$ cat src/rtl/coord_bcd.sv
// Sequential binary-to-BCD converter for the cursor X/Y coordinates.
// Two double-dabble engines run in lockstep, one bit per clock, and the last result is held.
module coord_bcd #(
    parameter int WIDTH  = 11,
    parameter int DIGITS = 3
) (
    input  logic                  clk,
    input  logic                  reset,
    input  logic                  start,
    input  logic [WIDTH-1:0]      x_in,
    input  logic [WIDTH-1:0]      y_in,
    output logic                  busy,
    output logic                  done,
    output logic [4*DIGITS-1:0]   x_bcd,
    output logic [4*DIGITS-1:0]   y_bcd,
    output logic                  x_ovf,
    output logic                  y_ovf
);

    localparam int BW = 4 * DIGITS;
    localparam int CW = (WIDTH > 1) ? $clog2(WIDTH) : 1;
    localparam logic [31:0] MAX = 32'(10 ** DIGITS - 1);

    typedef enum logic [1:0] {IDLE, SHIFT, LOAD} state_t;

    state_t           state;
    logic [CW-1:0]    cnt;
    logic [WIDTH-1:0] x_bin, y_bin;
    logic [BW-1:0]    x_acc, y_acc;
    logic             x_pend, y_pend;

    logic [BW-1:0]    x_adj, y_adj;
    logic [WIDTH-1:0] x_cap, y_cap;
    logic             x_big, y_big;

    // Per-nibble add-3 correction; nibbles never carry into each other.
    function automatic logic [BW-1:0] add3(input logic [BW-1:0] v);
        logic [BW-1:0] r;
        r = v;
        for (int i = 0; i < DIGITS; i++) begin
            if (r[4*i +: 4] >= 4'd5)
                r[4*i +: 4] = r[4*i +: 4] + 4'd3;
        end
        return r;
    endfunction

    always_comb begin
        x_adj = add3(x_acc);
        y_adj = add3(y_acc);
        x_big = 32'(x_in) > MAX;
        y_big = 32'(y_in) > MAX;
        x_cap = x_big ? MAX[WIDTH-1:0] : x_in;
        y_cap = y_big ? MAX[WIDTH-1:0] : y_in;
    end

    assign busy = (state != IDLE);

    always_ff @(posedge clk or negedge reset) begin
        if (!reset) begin
            state  <= IDLE;
            cnt    <= '0;
            x_bin  <= '0;
            y_bin  <= '0;
            x_acc  <= '0;
            y_acc  <= '0;
            x_pend <= 1'b0;
            y_pend <= 1'b0;
            x_bcd  <= '0;
            y_bcd  <= '0;
            x_ovf  <= 1'b0;
            y_ovf  <= 1'b0;
            done   <= 1'b0;
        end else begin
            done <= 1'b0;
            case (state)
                IDLE: begin
                    if (start) begin
                        x_bin  <= x_cap;
                        y_bin  <= y_cap;
                        x_pend <= x_big;
                        y_pend <= y_big;
                        x_acc  <= '0;
                        y_acc  <= '0;
                        cnt    <= '0;
                        state  <= SHIFT;
                    end
                end
                SHIFT: begin
                    // The clamp keeps the value within DIGITS nibbles, so the dropped MSB is always zero.
                    x_acc <= BW'({x_adj, x_bin[WIDTH-1]});
                    y_acc <= BW'({y_adj, y_bin[WIDTH-1]});
                    x_bin <= x_bin << 1;
                    y_bin <= y_bin << 1;
                    cnt   <= cnt + 1'b1;
                    if (cnt == CW'(WIDTH - 1))
                        state <= LOAD;
                end
                LOAD: begin
                    x_bcd <= x_acc;
                    y_bcd <= y_acc;
                    x_ovf <= x_pend;
                    y_ovf <= y_pend;
                    done  <= 1'b1;
                    state <= IDLE;
                end
                default: state <= IDLE;
            endcase
        end
    end

endmodule

$ cat config.mk
export PLATFORM = sky130hd
export DESIGN_NAME = coord_bcd
export DESIGN_NICKNAME = d
export VERILOG_FILES = /design/src/rtl/coord_bcd.sv
export SDC_FILE = /design/constraint.sdc
export NUM_CORES = 1
export LEC_CHECK = 0
export BUFFER_PORTS_ARGS = -buffer_cell sky130_fd_sc_hd__buf_4
export CORE_UTILIZATION = 57
export CTS_CLUSTER_SIZE = 25
export DETAILED_ROUTE_END_ITERATION = 10
export PLACE_DENSITY_LB_ADDON = 0.25
export SLEW_MARGIN = 10
export SYNTH_ARGS = -nofsm -noshare
export SYNTH_HDL_FRONTEND = slang
export SYNTH_SLANG_ARGS = --single-unit
$ cat constraint.sdc
create_clock -name clk -period 2.05 [get_ports clk]
set_input_delay 0.41 -clock clk [delete_from_list [all_inputs] [get_ports clk]]
set_output_delay 0.41 -clock clk [all_outputs]
set_load 0.01 [all_outputs]
==> impl_metrics.py <==
metrics = {
    "logic_synthesis": {
        "syn_area_per_cell_um2": 10.64,
        "yosysUniqueCellTypes": 32,
        "ys.flop_type": "dfrtp_1",
        "synthesis.nets": 387,
        "yosys.area.top_type_share_pct": 54.75,
        "ys_warn_count": 0,
        "ys_top_cells_by_area": "dfrtp_1 55%, o21ai_0 5.9%, mux2_2 5.5%, ha_1 4.7%, nand2_1 3.3%",
        "synth.cell_area_um2": 3702,
        "synth_edf_count": 0,
        "ys_seq_area_share_pct": 54.75,
        "ys_seq_elements": 81,
        "synthCells": 348,
        "synthArstFlopShare_pct": 100.0,
        "synth_area_leader_cell": "dfrtp_1",
    },
    "clocking": {
        "cts_setup_buffers": 0,
        "tritoncts": "built",
        "cts-resized-gates": 0,
        "postCtsHoldBufs": 1,
        "clk_latency_ns": 0.35,
        "root_buffer": "clkbuf_8",
        "cts_made_buffers": 9,
        "path_clk_slew_ns": 0.08,
        "ctsHtreeMaxLevel": 3,
        "clockBufferDepth": 2,
        "clkSinkCount": 81,
    },
    "drt": {
        "routed-via-count": 2791,
        "wl_met1_mm": 3.326,
        "ant_nets": 0,
        "viasPerCell": 5.755,
        "first_pass_iters": 5,
        "met3_length_um": 371,
        "drc_errors": 0,
        "wl_mm": 7.373,
        "drtIter0Drc": 230,
        "wl_per_cell_um": 15.20,
        "met2_length_mm": 3.605,
        "dr.max_layer_used": "met4",
    },
    "setup_path": {
        "cp.required_ns": 2.32,
        "cp-endpoint": "x_acc[6]",
        "crit_path_end_kind": "flop",
        "timing.rr.start": "x_acc[4]",
        "slowest_delay_ns": 0.41,
        "critPathKind": "reg2reg",
        "ff2ff_path_depth": 6,
        "r2r_setup_slack_ns": 0.36,
        "critPathMaxFanout": 4,
        "reg2reg_to": "x_acc[6]",
        "critical_path.startpoint_type": "flop",
        "critical_path_arrival_ns": 1.97,
        "startpoint": "x_acc[4]",
        "critPathSlowestCell": "dfrtp_1",
        "crit_chain": "inv_1, ha_1, nand2b_1, a21oi_1, mux2_2, o21ai_0",
    },
    "timing": {
        "timing.hold.ws_ns": 0.2715,
        "finalHoldViolations": 0,
        "post-route-min-period_ns": 1.693,
        "skew_ns": 0.009191,
        "setup_viol": 0,
        "setup_tns_ns": 0,
        "finalCritPeriodShare_pct": 82.60,
        "fmax_mhz": 590.6,
        "rsz0062_at_grt": "no",
        "slew_headroom_pct": 58.27,
        "tightest_slew_ns": 0.6259,
        "drv_slew": 0,
    },
    "final_layout": {
        "diodes": 0,
        "fill_cells": 443,
        "seq_area_um2": 2027,
        "finalNonFillerCells": 485,
        "syn_to_final_growth_pct": 19.64,
        "final_util_pct": 72.66,
        "nets": 444,
        "layout-drive-gt1-share_pct": 24.63,
        "multi_input_area_um2": 1511,
    },
    "power_and_ir_drop": {
        "vdd_ir_drop_max_mv": 0.7637,
        "p_leak_nw": 2.071,
        "p_per_area_nw_per_um2": 1563,
        "power_mw": 6.923,
    },
    "die": {
        "die-area_um2": 6822,
        "die_h_um": 82.60,
        "die_w_um": 82.60,
        "start_util_pct": 60.73,
        "core_area_um2": 6096,
        "ios": 53,
        "row_count": 28,
    },
    "global_routing": {
        "antenna_found_initial": 0,
        "grt_pass1_vias": 2666,
        "grt_pass1_wl_mm": 12.50,
        "grt_max_degree": 42,
        "grtUsageTotal_pct": 24.70,
        "grt-ovfl-total": 0,
    },
    "run_status": {
        "status": "complete, no violations",
    },
    "run": {
        "drv_cap": 0,
    },
    "placement": {
        "dp_cells": 468,
        "place_congestion": 0.8599,
        "dp_hpwl_mm": 5.199,
        "numPortBuffers": 52,
    },
    "min_path": {
        "min_path_type": "in2reg",
    },
}
critical path: cells and delay by family (launching register included):
kind / cells / cell delay, ns
buffers and inverters: 1 / 0.13
adder cells (fa/ha/maj): 1 / 0.21
multiplexers: 1 / 0.37
AO/OA/AOI/OAI: 2 / 0.44
flip-flops: 1 / 0.41
AND/OR/NAND/NOR: 1 / 0.06
through the flow:
step	setup WS [ns]	instance area [um^2]
finish	0.3568	4429
global route	0.2438	4429
CTS	0.3640	4429
detailed placement	0.3967	4205
global placement	0.4471	4205
floorplan	0.5353	3702
worst min path at each step:
stage	startpoint	endpoint	slack [ns]	depth (start not counted)
after global placement	reset	y_acc[2]	0.33	1
after global routing	y_in[4]	y_bin[4]	0.26	2
after floorplan	reset	cnt[0]	0.11	0
after detailed placement	reset	y_acc[2]	0.32	1
after CTS	y_in[4]	y_bin[4]	0.26	2
final	y_in[4]	y_bin[4]	0.27	2
Yosys cell counts (4+ instances only):
master and n:
a21o_1 4, nor3_1 4, dfrtp_1 81, a22o_1 4, nand2b_1 13, nand2_1 33
buf_2 14, nand3_1 14, inv_1 18, mux2_2 18, o31ai_1 8, xnor2_1 6
nor2_1 9, ha_1 14, a32o_1 6, o22ai_1 13, o21ai_0 44, a21oi_1 18
where the power goes:
group	total [mW]	internal, mW	switching [mW]
registers	2.86	2.33	0.521
clock network	1.22	0.635	0.582
logic	2.85	1.40	1.45
total	6.92	4.37	2.56
layer usage:
layer	global-route usage [%]	vias to the layer above
li1	-	1354
met1	32.95	1354
met2	39.34	71
met3	5.165	12
met4	10.17	0
met5	0	-
final cells by class:
type | count | area share, %
Multi-Input combinational cell | 230 | 34.12
Sequential cell | 81 | 45.76
Tap cell | 75 | 2.119
Inverter | 18 | 1.525
Timing Repair Buffer | 65 | 11.64
Clock inverter | 5 | 1.412
Clock buffer | 11 | 3.418
flip-flops by register name (all words and copies together) (netlist names):
name / count
y_bcd: 12
x_bcd: 12
y_acc: 12
x_bin: 11
done: 1
cnt: 4
y_ovf: 1
x_ovf: 1
y_pend: 1
state: 2
x_acc: 12
x_pend: 1
y_bin: 11
kinds of logic (layout without fill, tap and decap cells):
kind of cell / after synthesis / count (layout) / synth area share, %
xor+xnor: 9 / 9 / 2.129
flops: 81 / 81 / 54.75
fa+ha+maj: 14 / 14 / 4.731
compound gates: 104 / 104 / 17.34
buf+inv: 37 / 99 / 4.427
mux: 18 / 18 / 5.475
simple gates: 85 / 85 / 11.15
layout by cell type (no fill, tap or decap), drive strengths merged, types with 9 or more instances in the layout:
cell type,synthesis,routed
o21ai,44,44
nand2b,13,13
a21oi,18,18
ha,14,14
clkbuf,3,11
nand2,33,33
mux2,18,18
buf,16,64
nor2,9,9
dfrtp,81,81
nand3,14,14
inv,18,19
o22ai,13,13
Note: power is estimated with default switching activity, not from simulation.
